--- src/rtl/keypad_pkg.sv ---
// Shared types and constants for the 4x4 keypad scanner.
package keypad_pkg;

  // Debounce FSM states.
  typedef enum logic [1:0] {
    StIdle    = 2'd0,
    StConfirm = 2'd1,
    StPressed = 2'd2,
    StRelease = 2'd3
  } state_e;

  // Classification of one full four-column sweep.
  typedef enum logic [1:0] {
    SwNone  = 2'd0,
    SwKey   = 2'd1,
    SwMulti = 2'd2
  } sweep_e;

  // Key index k = 4*row + col to displayed value; nibble k sits at bits [4k+3:4k].
  // Rows: 1 2 3 A / 4 5 6 B / 7 8 9 C / E(*) 0 F(#) D
  localparam logic [63:0] KeyMap = {
    4'hD, 4'hF, 4'h0, 4'hE,
    4'hC, 4'h9, 4'h8, 4'h7,
    4'hB, 4'h6, 4'h5, 4'h4,
    4'hA, 4'h3, 4'h2, 4'h1
  };

  function automatic logic [3:0] map_key(input logic [3:0] k);
    return KeyMap[{k, 2'b00} +: 4];
  endfunction

endpackage

--- src/rtl/row_sync.sv ---
// Two-flop synchronizer for the asynchronous keypad row inputs; idles at all-ones (no key).
module row_sync (
  input  logic       clk,
  input  logic       n_rst,
  input  logic [3:0] din,
  output logic [3:0] dout
);

  logic [3:0] meta;

  // Shift the raw rows through two flops.
  always_ff @(posedge clk or negedge n_rst) begin
    if (!n_rst) begin
      meta <= 4'hF;
      dout <= 4'hF;
    end else begin
      meta <= din;
      dout <= meta;
    end
  end

endmodule

--- src/rtl/keypad_scanner.sv ---
// 4x4 active-low matrix keypad scanner with sweep-level debounce and one-cycle valid strobe.
module keypad_scanner
  import keypad_pkg::*;
#(
  parameter int unsigned SCAN_CYCLES    = 16,
  parameter int unsigned DEBOUNCE_COUNT = 4
) (
  input  logic       clk,
  input  logic       n_rst,
  input  logic [3:0] row_in,
  output logic [3:0] col_out,
  output logic [3:0] key_num,
  output logic       key_valid,
  output logic       key_held
);

  localparam int unsigned DwellW = $clog2(SCAN_CYCLES);
  localparam int unsigned CntW   = $clog2(DEBOUNCE_COUNT + 1);
  localparam logic [DwellW-1:0] DwellLast = DwellW'(SCAN_CYCLES - 1);
  localparam logic [CntW-1:0]   CntTarget = CntW'(DEBOUNCE_COUNT);
  localparam logic [CntW-1:0]   CntOne    = CntW'(1);

  logic [3:0] rows_sync;

  row_sync u_row_sync (
    .clk   (clk),
    .n_rst (n_rst),
    .din   (row_in),
    .dout  (rows_sync)
  );

  // Column scan timing.
  logic [1:0]        col_q;
  logic [DwellW-1:0] dwell_q;
  logic              sample;
  logic              sweep_end;

  assign sample    = (dwell_q == DwellLast);
  assign sweep_end = sample && (col_q == 2'd3);
  assign col_out   = ~(4'b0001 << col_q);

  // Advance dwell counter and step to the next column after each sample.
  always_ff @(posedge clk or negedge n_rst) begin
    if (!n_rst) begin
      col_q   <= 2'd0;
      dwell_q <= '0;
    end else if (sample) begin
      col_q   <= col_q + 2'd1;
      dwell_q <= '0;
    end else begin
      dwell_q <= dwell_q + DwellW'(1);
    end
  end

  // hits_q[k] = key k seen pressed at its column's sample this sweep.
  logic [15:0] hits_q;
  logic [15:0] hits_d;

  // Merge the current column's rows into the sweep picture on a sample cycle.
  always_comb begin
    hits_d = hits_q;
    if (sample) begin
      hits_d[{2'd0, col_q}] = ~rows_sync[0];
      hits_d[{2'd1, col_q}] = ~rows_sync[1];
      hits_d[{2'd2, col_q}] = ~rows_sync[2];
      hits_d[{2'd3, col_q}] = ~rows_sync[3];
    end
  end

  // Hold the per-key samples between column samples.
  always_ff @(posedge clk or negedge n_rst) begin
    if (!n_rst) begin
      hits_q <= '0;
    end else begin
      hits_q <= hits_d;
    end
  end

  // Sweep classification; the column-3 sample is folded in combinationally via hits_d.
  sweep_e     sweep_res;
  logic [3:0] key_idx;
  logic       key_seen;

  // Encode the index assuming one-hot; only used when exactly one bit is set.
  always_comb begin
    key_idx[0] = |(hits_d & 16'hAAAA);
    key_idx[1] = |(hits_d & 16'hCCCC);
    key_idx[2] = |(hits_d & 16'hF0F0);
    key_idx[3] = |(hits_d & 16'hFF00);
    if (hits_d == 16'h0000) begin
      sweep_res = SwNone;
    end else if ((hits_d & (hits_d - 16'h0001)) != 16'h0000) begin
      sweep_res = SwMulti;
    end else begin
      sweep_res = SwKey;
    end
  end

  // Multiple keys are indistinguishable from no key.
  assign key_seen = (sweep_res == SwKey);

  // Debounce FSM state.
  state_e          state_q, state_d;
  logic [3:0]      cand_q, cand_d;
  logic [CntW-1:0] cnt_q, cnt_d;
  logic [3:0]      key_num_d;
  logic            key_valid_d;
  logic            key_held_d;

  // Next-state logic, evaluated only on the sweep-end cycle.
  always_comb begin
    state_d     = state_q;
    cand_d      = cand_q;
    cnt_d       = cnt_q;
    key_num_d   = key_num;
    key_valid_d = 1'b0;
    if (sweep_end) begin
      unique case (state_q)
        StIdle: begin
          if (key_seen) begin
            cand_d = key_idx;
            if (DEBOUNCE_COUNT == 1) begin
              state_d     = StPressed;
              cnt_d       = '0;
              key_num_d   = map_key(key_idx);
              key_valid_d = 1'b1;
            end else begin
              state_d = StConfirm;
              cnt_d   = CntOne;
            end
          end
        end
        StConfirm: begin
          if (key_seen && (key_idx == cand_q)) begin
            if (cnt_q + CntOne == CntTarget) begin
              state_d     = StPressed;
              cnt_d       = '0;
              key_num_d   = map_key(cand_q);
              key_valid_d = 1'b1;
            end else begin
              cnt_d = cnt_q + CntOne;
            end
          end else if (key_seen) begin
            cand_d = key_idx;
            cnt_d  = CntOne;
          end else begin
            state_d = StIdle;
            cnt_d   = '0;
          end
        end
        StPressed: begin
          if (!key_seen) begin
            if (DEBOUNCE_COUNT == 1) begin
              state_d = StIdle;
              cnt_d   = '0;
            end else begin
              state_d = StRelease;
              cnt_d   = CntOne;
            end
          end
        end
        StRelease: begin
          if (key_seen) begin
            state_d = StPressed;
            cnt_d   = '0;
          end else if (cnt_q + CntOne == CntTarget) begin
            state_d = StIdle;
            cnt_d   = '0;
          end else begin
            cnt_d = cnt_q + CntOne;
          end
        end
        default: begin
          state_d = StIdle;
          cnt_d   = '0;
        end
      endcase
    end
    key_held_d = (state_d == StPressed) || (state_d == StRelease);
  end

  // Register FSM state and the registered outputs.
  always_ff @(posedge clk or negedge n_rst) begin
    if (!n_rst) begin
      state_q   <= StIdle;
      cand_q    <= 4'h0;
      cnt_q     <= '0;
      key_num   <= 4'h0;
      key_valid <= 1'b0;
      key_held  <= 1'b0;
    end else begin
      state_q   <= state_d;
      cand_q    <= cand_d;
      cnt_q     <= cnt_d;
      key_num   <= key_num_d;
      key_valid <= key_valid_d;
      key_held  <= key_held_d;
    end
  end

endmodule

--- config.mk ---
export PLATFORM = sky130hd
export DESIGN_NAME = keypad_scanner
export DESIGN_NICKNAME = d
export VERILOG_FILES = /design/src/rtl/keypad_pkg.sv /design/src/rtl/row_sync.sv /design/src/rtl/keypad_scanner.sv
export SDC_FILE = /design/constraint.sdc
export NUM_CORES = 1
export LEC_CHECK = 0
export ABC_AREA = 1
export BUFFER_PORTS_ARGS = -buffer_cell sky130_fd_sc_hd__buf_4
export CORE_MARGIN = 2
export CORE_UTILIZATION = 50
export DETAILED_ROUTE_END_ITERATION = 6
export PLACE_DENSITY = 0.66
export SYNTH_ARGS = -nofsm -noshare
export SYNTH_HDL_FRONTEND = slang
export SYNTH_HIERARCHICAL = 1
export SYNTH_SLANG_ARGS = --single-unit
--- constraint.sdc ---
create_clock -name clk -period 5.9 [get_ports clk]
set_input_delay 0.885 -clock clk [delete_from_list [all_inputs] [get_ports clk]]
set_output_delay 0.885 -clock clk [all_outputs]
set_load 0.005 [all_outputs]
==> impl_results.md, run 1 <==
* Status: complete, no violations
* Nature of the critical path endpoint: flop
* Clock Sinks at 45
* Sw Pwr at 153.5 uW
* Busiest grt layer: met2
* CTS Hold Buffers Added at 0
* Syn Inst Count at 440
* # nets final at 468
* CP max FO at 25
* Cell taking the most area after synthesis: dfrtp_1
* Cell Count, Final, Fillers Out at 526
* First-pass GRT wire length at 12.19 mm
* Number of library cell types mapped by synthesis at 29
* Endpoints failing setup at 0
* Hold path start: u_row_sync/meta[0]
* Post-DR wirelength/cell at ~13 um
* Largest net degree at the start of global routing at 46
* Number of synthesized register bits at 45
* Core area at 5991 um2
* Maxcap violations at 0
* Worst Path Arrival at 3.24 ns
* Sw Share at about a quarter
* Clock transition at path regs at 0.09 ns
* Slowest CP cell: ha_1
* Pwr Total at 613.6 uW
* Met1 Use GR at a little under a third
* Critical path origin: dwell_q[0]
* DIE WIDTH at 82.97 um
* Setup slack, reg-to-reg at 2.84 ns
* Worst Path Buf+Inv at 1
* M3 GR Usage at 3.479%
* Skew final at 0.006788 ns
* Synth warn at 6
* Post-route cell area at 3336 um2
* Bufs on Longest Clock Path at 2
* Fin crit period at 3.057 ns
* Area share of the largest cell type after synthesis at around 30%
* Overall Global Routing Usage at 21.10%
* Post-DR vias/cell at 5.087
* Sequential element share of the synthesized area at 36.44%
* CP dominant cell by count: nand2_1
* Achievable Freq at 327.2 MHz
* Vias at 2,676
* CTS root buf: clkbuf_8
* Met2 Usage GRT at 33.36%
* Htree depth at 2
* Unrepaired setup endpoints after global routing: false
* Fillers at between 500 and 600
* HPWL reported at the end of detailed placement at 5.170 mm
* DRT Pass-1 Iters at 4
* Worst EP required at 6.08 ns
* Placed Cells at just over 500
* Worst Hold Class: flop to flop
* Die area at 6884 um2
* Delay of the slowest critical-path stage at 0.41 ns
* ANT cells at 0
* WL final at a little under 7 mm
* Seq pwr share at 52.6%
* Rel. slew slack at 62.21%
* Internal power at 460.1 uW
* P_leak at 1.796 nW
* Pin slew with the least headroom to its limit at 0.5669 ns
* Cell area after synthesis at between 3000 and 4000 um2
* Setup bufs post-CTS at 0
* CP startpoint kind: flop
* Initial antenna violation count at 0
* Num CTS Buffers at 5
* Worst R2R Start: dwell_q[0]
* Logic pwr share at 8.1%
* Clk_lat worst skew at 0.30 ns
* Crit path kind: flop to flop
* Gpl congestion at 0.8799
* Clock share of power at 39.3%
* Final ANT Viol Nets at 0
* Mean post-synth cell area at 7.086 um2
* Initial core utilization at 52.05%
* Row count at 28
* CP cell instances: ha_1 > nand2_4 > nor2_8 > nand2_1 > nand2_1 > inv_1 > nand2_1 > nor2_1 > nand2_1 > nor2_1 > nor2_1 > nand2_2 > nor2_2 > nand3_2 > nor2_1 > nand2_1 > nand2_1 > o21ai_2
* Initial drt markers at 267
* Area delta synth->final at 6.982%
* Fraction of layout cells with a size suffix above 1 at ~20%
* GRT overflow at 0
* Pwr dens at 183.9 nW/um2
* Peak VDD IR at 0.0001402 V
* DP Area at ~3200 um2
* Family with the most delay on the worst path: simple AND/OR/NAND/NOR gates
* Final hold violations at 0
* Max Slew Vio Count at 0
* Final core occ at 55.68%
* Final period utilization at 51.81%
* Number of I/O pins at 16
* Post-Syn Nets at approximately 460
* Post-CTS sizing at 0
* Vias in the first global route at 2,595
* Die outline height at approximately 83 um
* Drt drc at 0
* TritonCTS clock tree: built
* Port Buffer Count at 15
* Setup TNS at 0 ns
* Synth area leaders: dfrtp_1, nand2_1, dfstp_2
-- synth_stat cells --
library cell,instances
nand3_4,1
ha_1,12
inv_2,7
or2_2,3
nand3_2,5
nor2_2,9
nand2_2,20
nand3_1,21
nand2_4,5
o22ai_1,1
xor2_1,2
nand3b_4,1
buf_4,1
nor2_8,1
dfstp_2,8
dfrtp_1,37
o21ai_2,4
o21ai_0,15
nor2_4,4
inv_1,41
nor4_1,1
buf_6,7
nand4_1,8
nor2_1,39
nand3b_1,1
buf_2,2
a21oi_1,5
nand2_1,177
clkbuf_1,2
-- final timing paths --
kind,end,depth (start not counted)
max,key_num[3],18
min,u_row_sync/dout[0],0
max reg2reg,key_num[3],18
min reg2reg,u_row_sync/dout[0],0
max in group asynchronous,u_row_sync/meta[0],1
min in group asynchronous,hits_q[5],1
-- placed cells by master (no fill, tap or decap), drive strengths merged --
master and instances:
nand2 202, nor2 53, inv 48, dfrtp 37, nand3 27, o21ai 19, buf 15, ha 12
nand4 8, dfstp 8, a21oi 5, clkbuf 5, or2 3, xor2 2, nand3b 2, nor4 1
o22ai 1, bufinv 1, clkinvlp 1, clkinv 1
-- kinds of logic after synthesis --
family | count (synthesis) | share of synthesized area, %
simple gates | 296 | 44.54
buf+inv | 60 | 9.110
flops | 45 | 36.44
compound gates | 25 | 4.534
fa+ha+maj | 12 | 4.815
xor+xnor | 2 | 0.5619
-- power groups by stage --
stage / Combinational (mW) / Clock (mW) / Sequential [mW]
after global routing: 0.0576 / 0.259 / 0.324
after floorplan: 0.0336 / 0 / 0.327
final: 0.0494 / 0.241 / 0.323
after detailed placement: 0.0497 / 0 / 0.329
after CTS: 0.0500 / 0.247 / 0.323
after global placement: 0.0497 / 0 / 0.328
-- flip-flops by register name, summed over array words and instances, names as in the netlist --
| name | cells |
|---|---|
| cand_q | 4 |
| dwell_q | 4 |
| hits_q | 16 |
| col_q | 2 |
| key_num | 4 |
| u_row_sync/meta | 4 |
| u_row_sync/dout | 4 |
| cnt_q | 3 |
| key_held | 1 |
| key_valid | 1 |
| state_q | 2 |
-- metrics by stage --
step,setup WS [ns],hold slack [ns]
3_3_place_gp,2.949,0.3458
5_1_grt,2.471,0.3630
6_report,2.843,0.3587
4_1_cts,2.823,0.3606
3_5_place_dp,2.889,0.3469
2_1_floorplan,3.573,0.3452
-- per-layer routing --
metal  routed length (um)  part of all wire, %
met5                    0                    0
met2                 3037                   45
met3                  380                  5.6
met1                 3349                   49
met4                   55                 0.81
-- final cells by class --
cell class	count	area, um2	area share, %
Tap cell	75	93.84	2.813
Timing Repair Buffer	15	112.6	3.376
Inverter	48	180.2	5.401
Clock buffer	5	68.82	2.063
Sequential cell	45	1136	34.06
Multi-Input combinational cell	335	1698	50.90
Clock inverter	3	46.29	1.388
(Power assumes the default switching activity.)
==> run 2, diff against run 1 <==
--- a/config.mk
+++ b/config.mk
@@ -10,7 +10,7 @@
 export CORE_MARGIN = 2
 export CORE_UTILIZATION = 50
 export DETAILED_ROUTE_END_ITERATION = 6
-export PLACE_DENSITY = 0.66
+export PLACE_DENSITY = 0.69
 export SYNTH_ARGS = -nofsm -noshare
 export SYNTH_HDL_FRONTEND = slang
 export SYNTH_HIERARCHICAL = 1
==> constraint.sdc (replaced) <==
create_clock -name clk -period 2.71 [get_ports clk]
set_input_delay 0.4065 -clock clk [delete_from_list [all_inputs] [get_ports clk]]
set_output_delay 0.4065 -clock clk [all_outputs]
set_load 0.005 [all_outputs]
==> run 2 against run 1 <==
  * Flip-flop and latch count stayed put
  * Non-clock buffer count up 29
  * Critical endpoint is now key_num[0]
  * Largest cell class unchanged
  * Routed wire length grew 10%
  * Clock power increased by 110%
  * Design area rose by 14%
  * Sequential power is 120% higher
  * Count of clock-buffer cells in the layout increased by 1
  * First-iteration DRC count decreased by 16%
  * Final cell count rose by 5.9%
  * Combinational power increased to 2.6 times the previous value
  * Highest routed layer unchanged
  * Hold slack got worse by 0.26 ns
==> impl_results.md, run 2 (synthesis results as in run 1) <==
* Status: complete, no violations
* Family with the most delay on the worst path: simple AND/OR/NAND/NOR gates
* Port Buffer Count at 15
* Post-DR vias/cell at 5.093
* P_leak at 1.955 nW
* Peak VDD IR at 0.0002857 V
* Area delta synth->final at 21.71%
* Drt drc at 0
* Bufs on Longest Clock Path at 2
* Setup ws final at 0.09998 ns
* CP cell instances: ha_4 > nand3_4 > buf_6 > nand2_4 > nand2_4 > nor2_4 > nand2_2 > nor2_4 > nor2_1 > nor2_1 > nand2_2 > nor2_2 > nand3_2 > nor2_2 > nand2_2 > buf_12 > nand2_4 > o21ai_2
* ANT cells at 0
* Delay of the slowest critical-path stage at 0.41 ns
* CTS root buf: clkbuf_8
* Gpl congestion at 0.9080
* Rel. slew slack at 62.31%
* DRT Pass-1 Iters at 5
* Final core occ at 63.35%
* Pin slew with the least headroom to its limit at 0.5654 ns
* Nature of the critical path endpoint: flop
* Initial antenna violation count at 0
* First-pass GRT wire length at around 12 mm
* Unrepaired setup endpoints after global routing: true
* Die outline height at about 83 um
* Clock transition at path regs at about 0.09 ns
* Worst R2R Start: dwell_q[0]
* Leading cell type in the layout, fill and taps excluded: nand2_1
* Final ANT Viol Nets at 0
* Core area at 5991 um2
* TritonCTS clock tree: built
* WL final at 7.521 mm
* HPWL reported at the end of detailed placement at 5.230 mm
* CP startpoint kind: flop
* GRT overflow at 0
* Achievable Freq at 383.1 MHz
* Worst EP required at 2.91 ns
* Fin crit period at ~2.6 ns
* Critical path origin: dwell_q[0]
* Vias at about 2,800
* Num CTS Buffers at 5
* Largest net degree at the start of global routing at 46
* CP max FO at 8
* Final period utilization at ~96%
* Initial drt markers at 225
* Max Slew Vio Count at 0
* Htree depth at 2
* Row count at 28
* DP Worst Slack at -0.02562 ns
* Final hold violations at 0
* Clk_lat worst skew at 0.30 ns
* Max reg flops at 16
* Fraction of layout cells with a size suffix above 1 at 32.78%
* Initial core utilization at between 50% and 60%
* Endpoints failing setup at 0
* Pwr dens at 352.8 nW/um2
* Worst Hold Class: primary input to asynchronous set/reset pin
* Most frequent cells in the layout: nand2_1, inv_1, buf_4
* Worst Path Buf+Inv at 2
* Overall Global Routing Usage at between 20% and 30%
* DIE WIDTH at roughly 83 um
* Post-DR wirelength/cell at 13.50 um
* Maxcap violations at 0
* Fillers at 499
* Slowest CP cell: dfrtp_1
* Largest register by flop count: hits_q
* Clock Sinks at 45
* Worst Path Arrival at 2.81 ns
* Vias in the first global route at around 2,600
* CTS Hold Buffers Added at 0
* Number of I/O pins at 16
* Crit path kind: flop to flop
* # nets final at 499
* Skew final at 0.009973 ns
* Die area at roughly 7000 um2
==> run 2: cell count changes in the layout (fill, tap and decap cells not counted), moves of 5 or more <==
cell,change
buf_6,+5
nand2_2,+8
nor2_4,+7
buf_4,+22
nand2_4,+7
ha_1,-5
nand2_1,-16
nor2_1,-9
==> run 2: layout make-up <==
cell class,instances,area (um2),area share (%)
Inverter,48,180.2,4.748
Clock buffer,6,72.57,1.912
Multi-Input combinational cell,337,1896,49.95
Clock inverter,2,35.03,0.9232
Sequential cell,45,1139,30.00
Tap cell,75,93.84,2.473
Timing Repair Buffer,44,379.1,9.990
==> run 2: timing repair <==
action | 4_1_cts | 5_1_grt
resized for setup | 1 | 59
gates cloned | 1 | 2
buffers inserted | 0 | 13
pin swaps | 1 | 22
setup endpoints to repair | 9 | 15
==> run 2: worst paths after layout <==
path	end	cells past startpoint	slack (ns)
worst max register to register	key_num[0]	18	0.1
worst min-delay path	hits_q[12]	1	0.1
worst max-delay path	key_num[0]	18	0.1
worst min register to register	u_row_sync/dout[2]	0	0.36
min in group clk	u_row_sync/meta[3]	1	0.20
max in group asynchronous	dwell_q[3]	1	2.20
==> run 2: layer usage <==
metal / vias up / GRT usage (%) / wire, um / part of all wire (%)
li1: 1441 / - / - / -
met1: 1323 / 30.20 / 3498 / 47
met2: 62 / 35.63 / 3540 / 47
met3: 11 / 3.877 / 358 / 4.8
met4: 0 / 4.918 / 124 / 1.6
met5: - / 0 / 0 / 0
==> run 2: per-stage QoR <==
step                      hold slack [ns]  TNS [ns]  cell area (um2)  total power [mW]  instances
after floorplan                    0.1109         0             3118            0.7853        440
after global placement             0.3458         0             3346            0.8255        533
after detailed placement           0.3493  -0.09560             3346            0.8267        533
after CTS                          0.1187         0             3467             1.338        542
after global routing               0.1410   -0.3598             3795             1.400        557
final                             0.09847         0             3795             1.339        557
==> run 2: report_power, final <==
group / switching, mW / internal [mW] / total, mW
combinational: 0.0826 / 0.0432 / 0.126
clock: 0.236 / 0.274 / 0.510
sequential: 0.0124 / 0.691 / 0.703
total: 0.331 / 1.01 / 1.34
